<file path="src/rtl/shift_pkg.sv">
// shift_pkg: shared state encoding and counter sizing for the shift engine.
package shift_pkg;
    typedef enum logic {IDLE = 1'b0, SHIFT = 1'b1} stateT;
    function automatic int CNT_W(input int width);
        return $clog2(width + 1);
    endfunction
endpackage

</file>
<file path="src/rtl/shift_engine_bit_counter.sv">
// bit_counter: frame bit counter with clear, enable and a terminal flag at WIDTH.
module bit_counter import shift_pkg::*; #(
    parameter int WIDTH = 8
) (
    input  logic                    clk,
    input  logic                    reset,
    input  logic                    clear,
    input  logic                    enable,
    output logic [CNT_W(WIDTH)-1:0] count,
    output logic                    terminal
);
    localparam int CW = CNT_W(WIDTH);
    assign terminal = count == CW'(WIDTH);
    always_ff @(posedge clk or posedge reset)
        if (reset) count <= '0;
        else if (clear) count <= '0;
        else if (enable) count <= count + 1'b1;
endmodule

</file>
<file path="src/rtl/shift_engine.sv">
// shift_engine: handshaked serial/parallel shifter advanced by a peripheral-edge clock enable.
module shift_engine import shift_pkg::*; #(
    parameter int               WIDTH       = 8,
    parameter logic [WIDTH-1:0] RESET_VALUE = '0
) (
    input  logic                    clk,
    input  logic                    reset,
    input  logic                    peripheralClkEdge,
    input  logic                    loadValid,
    output logic                    loadReady,
    input  logic [WIDTH-1:0]        loadData,
    input  logic                    lsbFirst,
    input  logic                    abort,
    input  logic                    serialDataIn,
    output logic                    serialDataOut,
    output logic [WIDTH-1:0]        parallelDataOut,
    output logic                    frameValid,
    output logic                    busy,
    output logic [CNT_W(WIDTH)-1:0] bitCount
);
    localparam int CW = CNT_W(WIDTH);
    stateT state;
    logic [WIDTH-1:0] shiftReg;
    logic lsbLatched, terminal, loadFire, abortFire, shiftFire, lastShift;
    assign loadReady = state == IDLE;
    assign busy = state == SHIFT;
    assign loadFire = loadValid & loadReady;
    assign abortFire = busy & abort;
    // abort outranks a coincident strobe, including the frame-ending one
    assign shiftFire = busy & peripheralClkEdge & ~abort & ~terminal;
    assign lastShift = shiftFire & (bitCount == CW'(WIDTH - 1));
    assign serialDataOut = lsbLatched ? shiftReg[0] : shiftReg[WIDTH-1];
    assign parallelDataOut = shiftReg;
    bit_counter #(.WIDTH(WIDTH)) counter (
        .clk(clk),
        .reset(reset),
        .clear(loadFire | abortFire),
        .enable(shiftFire),
        .count(bitCount),
        .terminal(terminal)
    );
    always_ff @(posedge clk or posedge reset)
        if (reset) begin
            state <= IDLE;
            shiftReg <= RESET_VALUE;
            lsbLatched <= 1'b0;
            frameValid <= 1'b0;
        end else begin
            frameValid <= lastShift;
            if (loadFire) begin
                state <= SHIFT;
                shiftReg <= loadData;
                lsbLatched <= lsbFirst;
            end else if (abortFire) begin
                state <= IDLE;
            end else if (shiftFire) begin
                shiftReg <= lsbLatched ? {serialDataIn, shiftReg[WIDTH-1:1]} : {shiftReg[WIDTH-2:0], serialDataIn};
                if (lastShift) state <= IDLE;
            end
        end
endmodule
</file>
<file path="config.mk">
export PLATFORM = sky130hd
export DESIGN_NAME = shift_engine
export DESIGN_NICKNAME = d
export VERILOG_FILES = /design/src/rtl/shift_pkg.sv /design/src/rtl/shift_engine_bit_counter.sv /design/src/rtl/shift_engine.sv
export SDC_FILE = /design/constraint.sdc
export NUM_CORES = 1
export LEC_CHECK = 0
export BUFFER_PORTS_ARGS = -buffer_cell sky130_fd_sc_hd__buf_2
export CORE_MARGIN = 2
export CORE_UTILIZATION = 43
export DETAILED_ROUTE_END_ITERATION = 6
export PLACE_DENSITY = 0.73
export SKIP_LAST_GASP = 1
export SYNTH_ARGS = -nofsm -noshare
export SYNTH_HDL_FRONTEND = slang
export SYNTH_HIERARCHICAL = 1
export SYNTH_SLANG_ARGS = --single-unit
export TNS_END_PERCENT = 100
</file>
<file path="constraint.sdc">
create_clock -name clk -period 2.1 [get_ports clk]
set_input_delay 0 -clock clk [delete_from_list [all_inputs] [get_ports clk]]
set_output_delay 0 -clock clk [all_outputs]
set_load 0.01 [all_outputs]
</file>
==> results.cfg <==
[timing]
slew_headroom_pct = 65.58
clock-skew-final_ps = 4.687
hold_violations = 0
finalMaxSlewViolations = 0
finalCritPeriodShare_pct = 85.65
max_freq_mhz = 556.0
final.min_clock_period_ps = 1799
rsz0062_at_grt = no
hold_slack_ps = 58.70
tightest_slew_ps = 516.3
tns_ps = 0
finalSetupViolCount = 0

[hold_path]
hold_class = input pin to flop
worstHoldStart = serialDataIn

[pwr]
pwr_density_cell_mw_per_mm2 = 757.9
p_leak_nw = 0.6067
design_power_total_mw = 0.8866
ir_drop_mv = 0.3822

[clocking]
insertion_delay_ps = 280
cts-root-buf = clkbuf_4
cts_max_level = 1
cts_resized = 0
path_clk_slew_ps = 90
cts_buffers = 3
clk_path_buf_depth = 2
cts.sinks = 15
cts_tree = built

[setup_path]
cp.depth = 7
critPathTopFamily = simple AND/OR/NAND/NOR gates
cp-end-kind = flop
start_kind = flop
crit_fanout = 6
r2r-end = counter/count[3]
worstPathArrival_ps = 1970
critPathRequiredTime_ps = 2280
max_stage_delay_ps = 450
cp-endpoint = counter/count[3]
crit_chain = inv_1 > ha_1 > and3b_1 > nand4bb_1 > inv_1 > nand4_1 > mux2_4
cpMaxStageDelayCell = dfrtp_1
startpoint = counter/count[0]
r2r_setup_slack_ps = 300
r2r_cells = 7
timing.critical_path.buf_inv = 2
reg2reg_from = counter/count[0]
critical_path_class = flop to flop
crit_top_cell = inv_1

[grt]
grt_overflow = 0
grt_max_degree = 18
grt_pass1_vias = 807
gr-usage-all-layers_pct = 19.23
antenna_found_initial = 0
grt_pass1_wl_um = 3553

[floorplanning]
rows = 16
die_y_um = 49.13
start_util_pct = 45.10
core_area_mm2 = 0.001942
dieArea_mm2 = 0.002414
fp.dieW_um = 49.13
ios = 31

[finish]
layout.nets = 143
diodes = 0
num-fill-cells = 178
fin_util_pct = 60.24
areaGrowthSynthToFinish_pct = 33.57
multi_input_area_um2 = 444.2
final_cells = 152
seqCellArea_um2 = 375.4
drive_gt1_share_pct = 36.80

[drt]
wl_um = 2089
via_per_inst = 4.993
wl_per_cell_um = 13.74
drt-initial-drc-count = 12
firstDrtPassIters = 4
drtAntennaViolNets = 0
drcViolationCount = 0
route.vias.total = 759

[synthesis]
yosysSeqAreaShare_pct = 42.86
netlist_area_um2 = 875.8
netlist-cell-type-count = 26
synth.avg_cell_area_um2 = 10.43
ys_warn_count = 6
ys_ff_latch = 15
synth_nets = 101
netlist_instances = 84

[place]
dp_cells = 137
io_buffers = 30
gp_congestion = 0.7617
hpwl_um = 1445

[run_status]
status = finished, final reports clean

[run]
max_cap_violations = 0
[synthesized netlist by cell type]
cell,instances,share of area (%)
nor2b_1,1,0.71
dfrtp_1,15,43
inv_1,6,2.6
buf_4,1,0.86
xnor2_1,1,1.0
a21oi_1,1,0.57
nand4_1,1,0.71
nand4bb_1,1,1.3
buf_2,3,1.7
nand3_2,1,1.1
buf_6,1,1.3
nand3_1,7,4.0
mux2_2,1,1.3
o211ai_2,8,11
nor2_1,4,1.7
a21bo_2,1,1.1
mux2_4,1,1.7
and3b_1,1,1.0
nand2_1,13,5.6
and2b_1,1,0.86
mux2i_1,9,10
ha_1,2,2.9
o31ai_1,1,0.86
nand2b_1,1,0.71
nand4b_1,1,1.0
nand3b_1,1,0.86
[layout by cell type, fill, tap and decap left out, types with 2 or more instances in the layout]
cell | synthesis | final
clkbuf_4 | 0 | 3
mux2i_1 | 9 | 9
nor2_1 | 4 | 4
nand3_1 | 7 | 7
dfrtp_1 | 15 | 15
nand2_1 | 13 | 13
dlygate4sd3_1 | 0 | 11
o211ai_2 | 8 | 8
buf_2 | 3 | 30
ha_1 | 2 | 2
inv_1 | 6 | 6
[tightest hold or removal path: cells and delay by family]
| family | cells | cell delay [ps] |
|---|---|---|
| multiplexers | 1 | 80 |
| buffers and inverters | 1 | 100 |
| AO/OA/AOI/OAI | 1 | 130 |
[final cells by class]
| type | count | area share (%) |
|---|---|---|
| Multi-Input combinational cell | 58 | 37.97 |
| Tap cell | 27 | 2.888 |
| Timing Repair Buffer | 42 | 22.89 |
| Inverter | 6 | 1.925 |
| Sequential cell | 15 | 32.09 |
| Clock buffer | 4 | 2.246 |
[state kept, by name, indices dropped and copies added, names as in the netlist]
name	flops
parallelDataOut	8
busy	1
counter/count	4
lsbLatched	1
frameValid	1
[where the power goes]
| group | switching [mW] | internal, mW |
|---|---|---|
| clock network | 0.0941 | 0.0736 |
| registers | 0.0740 | 0.339 |
| logic | 0.154 | 0.151 |
[routing by layer]
metal / routed length (um) / share of wire, % / track usage [%]
met2: 1062 / 51 / 36.04
met1: 936 / 45 / 22.07
met3: 90 / 4.3 / 3.067
met4: 0 / 0 / 5.714
met5: 0 / 0 / 0
[timing repair]
item,CTS,global route
buffers inserted,0,0
hold buffers,11,0
endpoints found under the hold margin,25,0
[logic make-up after synthesis]
| group | synth area share (%) |
|---|---|
| AOI/OAI and AO/OA | 14.00 |
| adders and majority gates | 2.857 |
| buffers and inverters | 6.428 |
| muxes | 13.29 |
| and+or+nand+nor | 19.57 |
| xor gates and xnor gates | 1.000 |
| DFF | 42.86 |
[stage by stage]
step | area, um2 | worst slack (ps)
6_report | 1170 | 301.3
2_1_floorplan | 875.8 | 102.5
5_1_grt | 1170 | 158.8
3_5_place_dp | 1033 | 301.3
3_3_place_gp | 1033 | 385.6
4_1_cts | 1170 | 287.8
[worst min-delay path by stage]
stage | end | slack (ps) | cells past startpoint
2_1_floorplan | counter/count[0] | -230 | 1
3_3_place_gp | counter/count[2] | -100 | 2
3_5_place_dp | counter/count[2] | -100 | 2
4_1_cts | parallelDataOut[7] | 60 | 3
5_1_grt | parallelDataOut[7] | 50 | 3
6_report | parallelDataOut[0] | 60 | 3
Note: power is estimated with default switching activity, not from simulation.
